<file path="config.mk">
export PLATFORM = sky130hd
export DESIGN_NAME = regfile_scoreboard_flat
export DESIGN_NICKNAME = d
export VERILOG_FILES = /design/src/rtl/regfile_pkg.sv /design/src/rtl/regfile_scoreboard_if.sv /design/src/rtl/regfile_scoreboard_pending_counter_bank.sv /design/src/rtl/regfile_scoreboard.sv /design/src/flat_wrapper.sv
export SDC_FILE = /design/constraint.sdc
export NUM_CORES = 2
export LEC_CHECK = 0
export BUFFER_PORTS_ARGS = -buffer_cell sky130_fd_sc_hd__buf_2
export CORE_MARGIN = 3
export CORE_UTILIZATION = 28
export CTS_CLUSTER_SIZE = 20
export DETAILED_ROUTE_END_ITERATION = 10
export PLACE_DENSITY_LB_ADDON = 0.15
export RECOVER_POWER = 25
export SLEW_MARGIN = 5
export SYNTH_ARGS = -nofsm -noshare
export SYNTH_HDL_FRONTEND = slang
export SYNTH_SLANG_ARGS = --single-unit
</file>
<file path="constraint.sdc">
create_clock -name clk -period 4.2 [get_ports clk]
set_clock_uncertainty 0.15 [all_clocks]
set_input_delay 0.42 -clock clk [delete_from_list [all_inputs] [get_ports clk]]
set_output_delay 0.42 -clock clk [all_outputs]
set_load 0.01 [all_outputs]
</file>
<file path="src/rtl/regfile_pkg.sv">
// Shared constants and types for the decode-side register file and its pending-write scoreboard.
package regfile_pkg;

  localparam int unsigned XLEN    = 32;
  localparam int unsigned NREGS   = 32;
  localparam int unsigned AW      = $clog2(NREGS);
  localparam int unsigned CNT_W   = 2;
  localparam int unsigned CNT_MAX = (1 << CNT_W) - 1;

  typedef logic [AW-1:0]    reg_addr_t;
  typedef logic [XLEN-1:0]  xlen_t;
  typedef logic [CNT_W-1:0] cnt_t;

  localparam reg_addr_t XZERO    = '0;
  localparam cnt_t      CNT_FULL = cnt_t'(CNT_MAX);
  localparam cnt_t      CNT_ONE  = cnt_t'(1);

endpackage

</file>
<file path="src/rtl/regfile_scoreboard_if.sv">
// Writeback bus from the writeback stage into the register file.
interface regfile_scoreboard_if;
  import regfile_pkg::*;

  reg_addr_t wb_rd;
  xlen_t     wb_data;
  logic      wb_regwen;

  modport master (output wb_rd, output wb_data, output wb_regwen);
  modport slave  (input  wb_rd, input  wb_data, input  wb_regwen);

endinterface

</file>
<file path="src/rtl/regfile_scoreboard_pending_counter_bank.sv">
// Per-register in-flight write counters with pend/full vectors.
// REGFILE_WB_BYPASS_EN: a register whose last outstanding write lands this cycle is not pending.
module pending_counter_bank
  import regfile_pkg::*;
(
  input  logic             clk,
  input  logic             rst,
  input  logic             issue_fire,
  input  reg_addr_t        issue_rd,
  input  logic             wb_regwen,
  input  reg_addr_t        wb_rd,
  output logic [NREGS-1:0] pend,
  output logic [NREGS-1:0] full
);

  cnt_t             cnt_q [NREGS];
  logic [NREGS-1:0] inc;
  logic [NREGS-1:0] dec;

  // x0 is excluded: its entry is never incremented, decremented or reported.
  always_comb begin
    inc  = '0;
    dec  = '0;
    pend = '0;
    full = '0;
    for (int i = 1; i < NREGS; i++) begin
      inc[i]  = issue_fire && (issue_rd == reg_addr_t'(i));
      dec[i]  = wb_regwen && (wb_rd == reg_addr_t'(i)) && (cnt_q[i] != '0);
      pend[i] = (cnt_q[i] != '0);
`ifdef REGFILE_WB_BYPASS_EN
      if (wb_regwen && (wb_rd == reg_addr_t'(i)) && (cnt_q[i] == CNT_ONE)) begin
        pend[i] = 1'b0;
      end
`endif
      full[i] = (cnt_q[i] == CNT_FULL);
    end
  end

  always_ff @(posedge clk) begin
    if (rst) begin
      for (int i = 0; i < NREGS; i++) begin
        cnt_q[i] <= '0;
      end
    end else begin
      for (int i = 0; i < NREGS; i++) begin
        if (inc[i] && !dec[i] && !full[i]) begin
          cnt_q[i] <= cnt_q[i] + CNT_ONE;
        end else if (dec[i] && !inc[i]) begin
          cnt_q[i] <= cnt_q[i] - CNT_ONE;
        end
      end
    end
  end

endmodule

</file>
<file path="src/rtl/regfile_scoreboard.sv">
// 32x32 register file with two combinational read ports and a pending-write scoreboard for decode.
// REGFILE_WB_BYPASS_EN: reads of the register being written back return wb_data in the same cycle.
module regfile_scoreboard
  import regfile_pkg::*;
(
  input  logic      clk,
  input  logic      rst,
  input  reg_addr_t rs1_addr,
  input  reg_addr_t rs2_addr,
  input  logic      rs1_used,
  input  logic      rs2_used,
  output xlen_t     rs1_data,
  output xlen_t     rs2_data,
  input  logic      issue_valid,
  input  reg_addr_t issue_rd,
  input  logic      issue_regwen,
  output logic      stall,
  regfile_scoreboard_if.slave wb
);

  xlen_t            regs_q [NREGS];
  logic [NREGS-1:0] pend;
  logic [NREGS-1:0] full;
  logic             accept;
  logic             issue_fire;

  always_ff @(posedge clk) begin
    if (rst) begin
      for (int i = 0; i < NREGS; i++) begin
        regs_q[i] <= '0;
      end
    end else if (wb.wb_regwen && (wb.wb_rd != XZERO)) begin
      regs_q[wb.wb_rd] <= wb.wb_data;
    end
  end

  // Read ports; x0 is hardwired to zero.
  always_comb begin
    rs1_data = '0;
    rs2_data = '0;
    if (rs1_addr != XZERO) begin
      rs1_data = regs_q[rs1_addr];
`ifdef REGFILE_WB_BYPASS_EN
      if (wb.wb_regwen && (wb.wb_rd == rs1_addr)) rs1_data = wb.wb_data;
`endif
    end
    if (rs2_addr != XZERO) begin
      rs2_data = regs_q[rs2_addr];
`ifdef REGFILE_WB_BYPASS_EN
      if (wb.wb_regwen && (wb.wb_rd == rs2_addr)) rs2_data = wb.wb_data;
`endif
    end
  end

  // Hazard check: unresolved source operand or a destination counter already at its limit.
  always_comb begin
    stall      = 1'b0;
    accept     = 1'b0;
    issue_fire = 1'b0;
    if (rst) begin
      stall = 1'b1;
    end else if (issue_valid) begin
      stall = (rs1_used && (rs1_addr != XZERO) && pend[rs1_addr]) ||
              (rs2_used && (rs2_addr != XZERO) && pend[rs2_addr]) ||
              (issue_regwen && (issue_rd != XZERO) && full[issue_rd]);
      accept     = !stall;
      issue_fire = accept && issue_regwen;
    end
  end

  pending_counter_bank u_cnt (
    .clk        (clk),
    .rst        (rst),
    .issue_fire (issue_fire),
    .issue_rd   (issue_rd),
    .wb_regwen  (wb.wb_regwen),
    .wb_rd      (wb.wb_rd),
    .pend       (pend),
    .full       (full)
  );

endmodule

</file>
<file path="src/flat_wrapper.sv">
// flat-port wrapper written by rule: the top's interface ports become plain ports
module regfile_scoreboard_flat import regfile_pkg::*;
  (clk, rst, rs1_addr, rs2_addr, rs1_used, rs2_used, rs1_data, rs2_data, issue_valid, issue_rd, issue_regwen, stall, wb_wb_rd, wb_wb_data, wb_wb_regwen);
  regfile_scoreboard_if wb_i ();
  input  logic clk;
  input  logic rst;
  input  reg_addr_t rs1_addr;
  input  reg_addr_t rs2_addr;
  input  logic rs1_used;
  input  logic rs2_used;
  output xlen_t rs1_data;
  output xlen_t rs2_data;
  input  logic issue_valid;
  input  reg_addr_t issue_rd;
  input  logic issue_regwen;
  output logic stall;
  input wire logic [$bits(wb_i.wb_rd)-1:0] wb_wb_rd;
  input wire logic [$bits(wb_i.wb_data)-1:0] wb_wb_data;
  input wire logic [$bits(wb_i.wb_regwen)-1:0] wb_wb_regwen;
  assign wb_i.wb_rd = wb_wb_rd;
  assign wb_i.wb_data = wb_wb_data;
  assign wb_i.wb_regwen = wb_wb_regwen;
  regfile_scoreboard u_core (.clk(clk), .rst(rst), .rs1_addr(rs1_addr), .rs2_addr(rs2_addr), .rs1_used(rs1_used), .rs2_used(rs2_used), .rs1_data(rs1_data), .rs2_data(rs2_data), .issue_valid(issue_valid), .issue_rd(issue_rd), .issue_regwen(issue_regwen), .stall(stall), .wb(wb_i));
endmodule
</file>
* Yosys cells after proc, flatten, opt, wreduce, memory -nomap -nowiden
Memories as Yosys holds them, arrays and structs flattened.
Index checks and enable logic that the tools add are counted.
** Storage, ports and cells
- Flip-flop bits (word level) :: 0
- Word-level logic and storage cells :: 847
- Bits in latches :: 0
- Memory bits (read-only) :: 0
- Output and inout bits :: 65
- Input port bits :: 59
- Memories :: 2
- Memory bits (writable) :: 1088
** Memory list
- u_core.regs_q :: words 32, bits a word 32, rd ports 2, clocked after Yosys merged registers in 0, write ports 32, RTL line regfile_scoreboard.sv:21 : xlen_t regs_q [NREGS];
- u_core.u_cnt.cnt_q :: words 32, bits a word 2, rd ports 31, clocked after Yosys merged registers in 0, write ports 32, RTL line regfile_scoreboard_pending_counter_bank.sv:16 : cnt_t cnt_q [NREGS];
** Cells by class
- Bitwise operators :: 62
- Eq/ne operators :: 93
- Magnitude comparators :: 3
- Divide/modulo/power cells :: 0
- Reductions and logical operators :: 326
- Shift operators :: 0
- Multipliers :: 0
- Multiplexer cells :: 299
- $add $sub $neg :: 62
** Operators with widths (number)
- $mux W1 :: 230
- $logic_and A1 B1 Y1 :: 194
- $eq A5 B5 Y1 const B :: 32
- $mux W2 :: 62
- $mux W32 :: 3
- $logic_not A1 Y1 :: 94
- $eq A5 B4 Y1 const B :: 16
- $add A2 B1 Y2 const B :: 31
- $eq A2 B2 Y1 const B :: 31
- $or A1 B1 Y1 :: 62
- $reduce_bool A2 Y1 :: 31
- $sub A2 B1 Y2 const B :: 31
- $eq A5 B3 Y1 const B :: 8
- $reduce_or A32 Y1 :: 1
- $eq A5 B2 Y1 const B :: 4
- $reduce_bool A5 Y1 :: 4
- $lt A5 B6 Y1 const B :: 3
- $bmux W1 S5 :: 3
- $eq A5 B1 Y1 const B :: 2
- $mux W5 :: 1
- $logic_or A1 B1 Y1 :: 2

* Logic depth before layout (Yosys ltp)
An unclocked memory read counts as a cell.
- Word-level depth :: 19
- Gate-level depth with buffers :: 12
- Depth with buffers taken out :: 10

* Cells and area by module
A second synthesis with hierarchy kept.
** Second synthesis, totals
- Cell total of the unflattened synthesis :: 3878
- Area, all modules :: 59888.7 µm²
** Modules (own cells, without submodules)
- regfile_scoreboard :: cells each 3336, area each 55037.8 µm², instances 1, seq. area each 30749.5 µm²
- pending_counter_bank :: cells each 542, area each 4850.9 µm², instances 1, seq. area each 1861.8 µm²

* Least setup slack after synthesis
No wires, ideal clock.
- Path kind :: input to register
- Start :: in wb_wb_rd[2]
- End :: mem u_core.regs_q[24][0] (netlist name) (enable)
- Stages :: 6
- Buffers on the path :: 3
- Arrival :: 3.714 ns
- Setup time :: 0.466 ns
- Required time :: 3.584 ns
- Setup slack :: -0.130 ns
- Cell sequence :: clkbuf_1 > or3_1 > clkbuf_1 > nand4bb_1 > clkbuf_1 > o21ai_0
** RTL lines
- start, declared :: RTL line flat_wrapper.sv:17 : input wire logic [$bits(wb_i.wb_rd)-1:0] wb_wb_rd;
- end, declared :: RTL line regfile_scoreboard.sv:21

==> metrics.txt <==
status=finished, violations left; failing checks=max-capacitance violations, max-slew violations; CP Launch Type=input port; Final min period=4.08 ns; vias in the first global route=37900; Seq cells post-synth=around 1100; clock sink count=between 1000 and 1500; Clock Latency Late Sink=a little under 0.8 ns; Syn Area/Cell=about 15 um^2; clock buffer depth=3; largest net degree at the start of global routing=76; crit path max fanout=22; H-tree levels=4; nets=3984; die height=approximately 470 um; final hold viol count=0; post-synthesis sequential area ratio=a little over half; DIE WIDTH=468 um; maximum vdd ir drop=~0.4 mV; Worst Path Required=~4.7 ns; Via density=5.44; Mapped Cells=3869; detailed placer's ending HPWL=137000 um; final cell count without fillers=~6800; post_cts resized=0; Via Count=37200; LEAKAGE=22.7 nW; Post-Layout Inst Area=68600 um^2; CTS Buf Count=around 130; port bufs=123; Post-synth ARST share=0%; drt wl/cell=34.1 um; critical path data arrival time=4.56 ns; Die ar.=~220000 um^2; grt total ovfl=0; WS Path Type=in2reg; Max Cap Viol=12; cell mode on critical path=buf_4; Pre-Repair DR Iteration Count=5; worst min path class=in2reg; first-pass GRT wire length=around 320000 um; post-route antenna net violation count=0; Cell Area, Placed=around 65000 um^2; final setup vio count=0; Pwr per Cell Area=405 nW/um^2; CTS tree=done; Area Growth Syn to Fin=15.0%; row count=168; kind of cell adding the most delay to the critical path=simple AND/OR/NAND/NOR gates; RePlAce Congestion=0.782; crit end category=flip-flop; Fin Setup TNS=0 ns; GRT Overall Usage=21.3%; initial cell density of the core=~28%; clock slew seen by the registers of the worst setup and hold paths=approximately 0.060 ns; CP Cell Sequence=dlygate4sd3_1, clkbuf_1, nor2b_1, nand4bb_1, buf_4, nor2_1, buf_4, and2_1; Setup Buffers After CTS=0; EDFF count, synth=1086; Critical path buffers and inverters=4; final-report max-slew violation count=264; Max-slew headroom=-35.2%; Core Util, Final=32.5%; share of layout cells above drive strength 1=between 20 and 30%; post-synthesis cell type count=79; DRT iter0 DRCs=approximately 4200; drt total wl=233000 um; Worst-Margin Slew=approximately 2.0 ns; IO Count=around 120; Inst Count DP=between 6000 and 7000; Synth warnings=0; Primary FF master, synth=edfxtp_1; CP peak stage delay=between 1.5 and 2 ns; Max Clock Freq=~240 MHz; fin crit share=a little over nine tenths; Remaining DRCs=0; antenna violations before repair=39; Clock Tree Root=clkbuf_16; Slowest-stage cell, CP=nor2_1; WHS=around 0.10 ns; Hold Buf Count CTS=1; Core ar.=between 200000 and 250000 um^2; Cell Area, Synth=slightly below 60000 um^2; RSZ-0062 raised after global routing=no
-- worst reg2reg max path: stages, from the launching register on --
cell and delay (ns):
edfxtp_1 0.47, nor2_1 0.45, mux4_2 0.33, mux2_2 0.17, o32ai_2 0.09, nor4bb_4 0.32
buf_12 0.24, and3_1 0.44, a31oi_1 0.19, or3_1 0.43
-- metrics by stage --
stage          total power [W]  setup slack, ns
2_1_floorplan           0.0151           -0.130
3_3_place_gp            0.0167            0.327
3_5_place_dp            0.0167            0.342
4_1_cts                 0.0281            0.303
5_1_grt                 0.0287            0.115
6_report                0.0278            0.118
-- logic make-up (layout without fill, tap and decap cells) --
logic type | Yosys count | count (layout) | share of synthesized area [%]
muxes | 699 | 699 | 25.5
xor gates and xnor gates | 23 | 23 | 0.338
and+or+nand+nor | 1431 | 1431 | 14.2
adders and majority gates | 16 | 16 | 0.277
buffers and inverters | 424 | 545 | 2.79
other | 1 | 49 | 0.00628
DFF | 1086 | 1086 | 54.7
AOI/OAI and AO/OA | 189 | 189 | 2.28
-- sequential cells by signal (all words and copies together), names as in the netlist --
register / cells
u_core.regs_q: 1024
u_core.u_cnt.cnt_q: 62
-- synth_stat cells (16+ instances only) --
cell type  count  area, um^2
edfxtp_1    1086       32600
and2_1       966        6040
mux4_2       655       14800
clkbuf_1     323        1210
nor2_1       157         589
nand2_1       79         297
buf_1         51         191
o21ai_0       44         220
and3_1        40         250
mux2i_1       39         390
buf_2         35         175
a22o_1        32         280
nor3_1        32         160
nand3_1       30         150
a21oi_1       29         145
nand4_1       18         113
nor4_1        18         113
nand3b_1      16         120
-- worst paths after layout --
check | endpoint | cells past startpoint | start | slack [ns]
worst max-delay path | u_core.regs_q[28][22] | 8 | rst | 0.12
worst min-delay path | u_core.regs_q[17][2] | 2 | wb_wb_data[2] | 0.10
worst max register to register | u_core.u_cnt.cnt_q[1][12] | 9 | u_core.u_cnt.cnt_q[1][18] | 0.66
worst min register to register | u_core.u_cnt.cnt_q[1][2] | 1 | u_core.u_cnt.cnt_q[1][2] | 0.45
-- report_power, final --
group          total (W)  switching [W]  internal, W  leakage (nW)
Clock             0.0114        0.00485      0.00656          2.04
Sequential        0.0129       0.000317       0.0125          10.4
Combinational    0.00355        0.00203      0.00152          10.3
Total             0.0278        0.00720       0.0206          22.7
-- layout make-up --
type | count | area (um^2)
multi-input cells | 2390 | 25900
inverters | 9 | 38.8
flip-flops and latches | 1086 | 32600
repair buffers | 304 | 2390
clock buffers | 167 | 3560
well taps | 2805 | 3510
fillers | 20300 | 142000
clock inverters | 65 | 592
diodes | 17 | 42.5
-- placed cells by master, fill, tap and decap left out, types with 14 or more instances in the layout --
| cell | synthesis | final |
|---|---|---|
| nor2_4 | 1 | 20 |
| mux2i_1 | 39 | 39 |
| nand2_1 | 79 | 79 |
| xnor2_1 | 15 | 15 |
| a22o_1 | 32 | 32 |
| nor3_1 | 32 | 32 |
| nor4_1 | 18 | 18 |
| nand3b_1 | 16 | 16 |
| and2_1 | 966 | 865 |
| and3_1 | 40 | 40 |
| clkinv_1 | 0 | 26 |
| clkinv_2 | 0 | 18 |
| nand4_1 | 18 | 18 |
| nor2_1 | 157 | 138 |
| clkbuf_1 | 323 | 52 |
| maj3_1 | 14 | 14 |
| diode_2 | 0 | 17 |
| nand3_1 | 30 | 29 |
| buf_4 | 4 | 107 |
| o21ai_4 | 0 | 17 |
| clkbuf_16 | 0 | 138 |
| mux4_2 | 655 | 655 |
| buf_12 | 0 | 37 |
| conb_1 | 1 | 32 |
| a21oi_1 | 29 | 28 |
| edfxtp_1 | 1086 | 1086 |
| o21ai_0 | 44 | 27 |
| buf_2 | 35 | 114 |
| and2_0 | 0 | 101 |
-- metal layers --
metal | global-route usage (%) | wire length [um]
met4 | 5.20 | 5880
met2 | 33.6 | 108000
met3 | 3.50 | 15900
met1 | 30.5 | 103000
met5 | 0 | 122
(Power assumes the default switching activity.)
